<file path="src/rtl/phase_decimator.sv">
// Block-mean decimator for a PLL phase-detector output. It declares lock after
// enough consecutive small-mean blocks and emits block means through a valid/ready port.
module phase_decimator #(
    parameter int unsigned DECIM    = 64,
    parameter int unsigned LOCK_THR = 2048,
    parameter int unsigned LOCK_CNT = 8
) (
    input  logic               clk_i,
    input  logic               rst_i,
    input  logic               tick_i,
    input  logic signed [15:0] phase_i,
    input  logic               start_i,
    input  logic               stop_i,
    input  logic               ready_i,
    output logic               valid_o,
    output logic signed [15:0] data_o,
    output logic               lock_o,
    output logic [1:0]         state_o,
    output logic               overflow_o
);

    localparam int unsigned SH = $clog2(DECIM);
    localparam int unsigned AW = 16 + SH;
    localparam int unsigned GW = 8;

    typedef enum logic [1:0] {
        ST_IDLE = 2'd0,
        ST_ACQ  = 2'd1,
        ST_LOCK = 2'd2
    } state_t;

    state_t               r_state, w_nxt_state;
    logic signed [AW-1:0] r_acc, w_nxt_acc;
    logic [SH-1:0]        r_cnt, w_nxt_cnt;
    logic [GW-1:0]        r_good, w_nxt_good;
    logic                 r_valid, w_nxt_valid;
    logic signed [15:0]   r_data, w_nxt_data;
    logic                 r_ovf, w_nxt_ovf;
    logic                 r_lock, w_nxt_lock;

    logic signed [AW-1:0] w_sum;
    logic signed [AW-1:0] w_shift;
    logic signed [15:0]   w_mean;
    logic [15:0]          w_abs;
    logic                 w_good;
    logic                 w_last;
    logic                 w_xfer;

    // Block mean of the completing sample, with |-32768| saturated to 32767.
    always_comb begin
        w_sum   = r_acc + AW'(phase_i);
        w_shift = w_sum >>> SH;
        w_mean  = $signed(w_shift[15:0]);
        if (w_mean == 16'sh8000) begin
            w_abs = 16'h7FFF;
        end else if (w_mean[15]) begin
            w_abs = 16'(-w_mean);
        end else begin
            w_abs = 16'(w_mean);
        end
        w_good = (w_abs < 16'(LOCK_THR));
        w_last = tick_i && (r_cnt == SH'(DECIM - 1));
        w_xfer = r_valid && ready_i;
    end

    // Next-state and output-register logic; stop beats start, start beats everything else.
    always_comb begin
        w_nxt_state = r_state;
        w_nxt_acc   = r_acc;
        w_nxt_cnt   = r_cnt;
        w_nxt_good  = r_good;
        w_nxt_valid = r_valid;
        w_nxt_data  = r_data;
        w_nxt_ovf   = r_ovf;

        if (stop_i) begin
            w_nxt_state = ST_IDLE;
            w_nxt_acc   = '0;
            w_nxt_cnt   = '0;
            w_nxt_good  = '0;
            w_nxt_valid = 1'b0;
        end else if (start_i) begin
            w_nxt_state = ST_ACQ;
            w_nxt_acc   = '0;
            w_nxt_cnt   = '0;
            w_nxt_good  = '0;
            w_nxt_valid = 1'b0;
            w_nxt_ovf   = 1'b0;
        end else begin
            if (w_xfer) begin
                w_nxt_valid = 1'b0;
            end
            if ((r_state != ST_IDLE) && tick_i) begin
                if (w_last) begin
                    w_nxt_acc = '0;
                    w_nxt_cnt = '0;
                end else begin
                    w_nxt_acc = w_sum;
                    w_nxt_cnt = r_cnt + SH'(1);
                end
            end
            if (w_last) begin
                case (r_state)
                    ST_ACQ: begin
                        if (!w_good) begin
                            w_nxt_good = '0;
                        end else if ((r_good + GW'(1)) == GW'(LOCK_CNT)) begin
                            w_nxt_good  = '0;
                            w_nxt_state = ST_LOCK;
                        end else begin
                            w_nxt_good = r_good + GW'(1);
                        end
                    end
                    ST_LOCK: begin
                        if (!w_good) begin
                            w_nxt_good  = '0;
                            w_nxt_state = ST_ACQ;
                        end else if (r_valid && !ready_i) begin
                            w_nxt_ovf = 1'b1;
                        end else begin
                            w_nxt_data  = w_mean;
                            w_nxt_valid = 1'b1;
                        end
                    end
                    default: ;
                endcase
            end
        end
        w_nxt_lock = (w_nxt_state == ST_LOCK);
    end

    always_ff @(posedge clk_i or negedge rst_i) begin
        if (!rst_i) begin
            r_state <= ST_IDLE;
            r_acc   <= '0;
            r_cnt   <= '0;
            r_good  <= '0;
            r_valid <= 1'b0;
            r_data  <= '0;
            r_ovf   <= 1'b0;
            r_lock  <= 1'b0;
        end else begin
            r_state <= w_nxt_state;
            r_acc   <= w_nxt_acc;
            r_cnt   <= w_nxt_cnt;
            r_good  <= w_nxt_good;
            r_valid <= w_nxt_valid;
            r_data  <= w_nxt_data;
            r_ovf   <= w_nxt_ovf;
            r_lock  <= w_nxt_lock;
        end
    end

    assign valid_o    = r_valid;
    assign data_o     = r_data;
    assign lock_o     = r_lock;
    assign state_o    = r_state;
    assign overflow_o = r_ovf;

endmodule

</file>
<file path="config.mk">
export PLATFORM = sky130hd
export DESIGN_NAME = phase_decimator
export DESIGN_NICKNAME = d
export VERILOG_FILES = /design/src/rtl/phase_decimator.sv
export SDC_FILE = /design/constraint.sdc
export NUM_CORES = 1
export LEC_CHECK = 0
export CAP_MARGIN = 20
export CORE_MARGIN = 2
export CORE_UTILIZATION = 45
export DETAILED_ROUTE_END_ITERATION = 12
export GPL_TIMING_DRIVEN = 0
export PLACE_DENSITY_LB_ADDON = 0.12
export SYNTH_ARGS = -nofsm -noshare
export SYNTH_HDL_FRONTEND = slang
export SYNTH_SLANG_ARGS = --single-unit
export TNS_END_PERCENT = 100
</file>
<file path="constraint.sdc">
create_clock -name clk_i -period 5.4 [get_ports clk_i]
set_clock_uncertainty 0.15 [all_clocks]
set_input_delay 1.62 -clock clk_i [delete_from_list [all_inputs] [get_ports clk_i]]
set_output_delay 1.62 -clock clk_i [all_outputs]
set_load 0.02 [all_outputs]
</file>
==> results.toml <==
[run_status]
status = "finished, final reports clean"

[setup_path]
r2r_end = "data_o[5]$_DFFE_PN0P_"
r2r_cells = 15
startpoint_type = "input port"
cpPeakStageDelay_ps = 450
crit_path_end_kind = "flop"
timing.rr.start = "r_acc[0]$_DFFE_PN0P_"
crit_chain = "clkdlybuf4s50_1 -> ha_2 -> fa_2 -> a211oi_4 -> o211ai_4 -> buf_4 -> a21oi_1 -> o41ai_2 -> xor2_1 -> buf_4 -> nor4_2 -> nand2b_1 -> buf_2 -> a2111o_1 -> buf_6 -> mux2_4"
critPathTopFamily = "compound AO/OA/AOI/OAI gates"
cp_slowest_cell = "a2111o_1"
worstPathArrival_ps = 5340
crit_path_start = "phase_i[0]"
critical_path.max_fanout = 10
cp-endpoint = "data_o[5]$_DFFE_PN0P_"
crit_buf_inv = 5
critPathKind = "input port to flop"
path_depth = 16
worstPathRequired_ps = 5470
critPathMostFrequentCell = "buf_4"
reg2reg_setup_slack_ps = 1460

[clocking]
cts_buffers = 9
clockBufferDepth = 2
cts_tree = "built"
cts_root_buffer = "clkbuf_8"
cts.clk_slew.worst_paths_ps = 70
clkLatencyLatePin_ps = 330
h-tree-depth = 3
clock-sinks = 57
cts_hold_buf = 0

[floorplan]
die_w_um = 97.40
initial_core_util_pct = 45.68
coreArea_mm2 = 0.008593
dieHeight_um = 97.40
io_pins = 43
die_area_mm2 = 0.009486
placementRows = 34

[power_and_ir_drop]
power_frac_seq_pct = 43.0
power_switching_w = 0.0002753
finalPower_w = 0.001010
leakagePower_nw = 2.188
p_clk_share_pct = 41.2
pwr-share-comb_pct = 15.8
peakVddDrop_v = 0.0001308
p_int_w = 0.0007345
swShare_pct = 27.26
power_density_mw_per_mm2 = 206.8

[yosys]
synth_cells = 433
ys_seq_area_share_pct = 36.34
yosysMostFrequentCell = "dfrtp_1"
synth.largest_area_cell = "dfrtp_1"
synth_area_leaders = "dfrtp_1 (36%), ha_1 (8.3%), a21oi_1 (4.5%)"
synth_edf_count = 0
synth.distinct_cells = 60
syn_avg_cell_area_um2 = 9.065
synth.ff_latch_count = 57
synth_top_area_share_pct = 36.34
synthTopCellsByCount = "dfrtp_1 (57), nand2_1 (40), a21oi_1 (35), ha_1 (26), o21ai_0 (26)"
synth_area_mm2 = 0.003925
ys_async_sr_fraction_pct = 100.0
ys.flop_type = "dfrtp_1"
yosysWarnings = 0
syn-num-nets = 482

[place]
hpwl_um = 7176
dpl_cell_area_mm2 = 0.004496
gp_congestion = 0.8668
port_buffers = 42
dpl.cell_count = 584
pre_cts_slack_ps = -746.8

[sta]
finalHoldViolations = 0
fin_ws_ps = 124.0
worstMarginPinSlew_ps = 726.0
timing.final.crit_share_pct = 97.70
period_needed_ps = 5276
finalSetupViolations = 0
slew_viol_final = 0
maxSlewHeadroom_pct = 51.23
fmax_mhz = 189.5

[finish]
register_area_mm2 = 0.001426
area_growth_pct = 24.39
multi_input_area_mm2 = 0.002471
instances_no_fill = 606
fin_util_pct = 56.81
diodes = 0
layout.nets = 542
drive_above_1_share_pct = 13.65
design_area_mm2 = 0.004882
fillCellCount = 775

[job]
max_cap_viol_count = 0

[grt]
grt_first_pass_wirelength_um = 16150
grt_start_max_net_pins = 31
grt-ovfl-total = 0
gr-usage-all-layers_pct = 20.80
antenna_found_initial = 0
grt_pass1_vias = 3240

[detailed_routing]
post_drt_wl_per_cell_um = 16.06
drt_drc_violations_left = 0
num_vias = 3517
drt_first_pass_iters = 5
drt_iter0_drc = 211
vias_per_cell = 5.804
final_antenna_net_count = 0
wirelength_um = 9731

[worst_hold_path]
hold_path_class = "flop to flop"
-- power by group through the flow --
stage	Combinational (W)	Sequential, W	Clock, W
detailed placement	0.000144	0.000442	0
CTS	0.000149	0.000434	0.000423
global route	0.000176	0.000434	0.000445
floorplan	0.0000895	0.000442	0
finish	0.000159	0.000434	0.000416
global placement	0.000141	0.000442	0
-- flip-flops by register name, summed over array words and instances, names as in the netlist --
| name | cells |
|---|---|
| r_acc | 22 |
| data_o | 16 |
| r_good | 8 |
| r_cnt | 6 |
| state_o | 2 |
| lock_o | 1 |
| overflow_o | 1 |
| valid_o | 1 |
-- per-stage QoR --
step	hold slack [ps]	setup TNS, ps
2_1_floorplan	303.8	0
5_1_grt	372.9	-131.2
3_3_place_gp	317.5	-16230
6_report	342.7	0
3_5_place_dp	332.0	-16380
4_1_cts	347.1	0
-- worst min-delay path: stages (launching register included) --
cell and delay, ps:
dfrtp_1 350, nand2_1 50, o21ai_0 60
-- worst min-delay path by stage --
stage,cells after the start,startpoint,to
floorplan,2,r_acc[13]$_DFFE_PN0P_,r_acc[13]$_DFFE_PN0P_
CTS,2,r_acc[7]$_DFFE_PN0P_,r_acc[7]$_DFFE_PN0P_
detailed placement,2,r_acc[7]$_DFFE_PN0P_,r_acc[7]$_DFFE_PN0P_
global placement,2,r_acc[3]$_DFFE_PN0P_,r_acc[3]$_DFFE_PN0P_
finish,2,r_acc[6]$_DFFE_PN0P_,r_acc[6]$_DFFE_PN0P_
global route,2,r_acc[5]$_DFFE_PN0P_,r_acc[5]$_DFFE_PN0P_
-- cell usage in the layout, fill, tap and decap left out, types with 12 or more instances in the layout --
master           netlist  routed
nor3_1                13      12
ha_1                  26      24
dfrtp_1               57      57
buf_2                 11      12
nand3_1               21      21
a22o_1                16      16
o21ai_0               26      25
a21oi_1               35      33
inv_1                 15      15
nand2_1               40      40
nor2_1                20      20
clkdlybuf4s50_1        0      40
-- layout make-up --
type / count / share of cell area (%)
flip-flops and latches: 57 / 29.22
repair buffers: 49 / 9.892
inverters: 15 / 1.153
clock inverters: 4 / 1.051
well taps: 108 / 2.768
multi-input cells: 341 / 50.62
clock buffers: 12 / 3.178
plain buffers: 20 / 2.127
-- per-layer routing --
layer	global-route usage (%)	up-vias	share of wire (%)
met5	0	-	0
met4	5.342	0	1.2
met3	3.525	11	4.6
met2	32.36	99	46
met1	30.23	1661	48
li1	-	1746	-
-- kinds of logic (layout without fill, tap and decap cells) --
family	after synthesis	in the layout	share of synthesized area, %
AND/OR/NAND/NOR	140	140	18.17
multiplexers	9	9	3.315
XOR/XNOR	16	16	3.570
adder cells (fa/ha/maj)	27	27	8.798
AO/OA/AOI/OAI	149	149	25.73
flip-flops	57	57	36.34
buffers and inverters	35	100	4.080
-- timing repair --
item | 4_1_cts | 5_1_grt
endpoints found under the setup margin | 28 | 24
setup buffers | 1 | 5
gates cloned | 0 | 0
gates resized for setup | 7 | 17
hold endpoints to repair | 0 | 0
pin swaps | 2 | 8
Note: power is estimated with default switching activity, not from simulation.
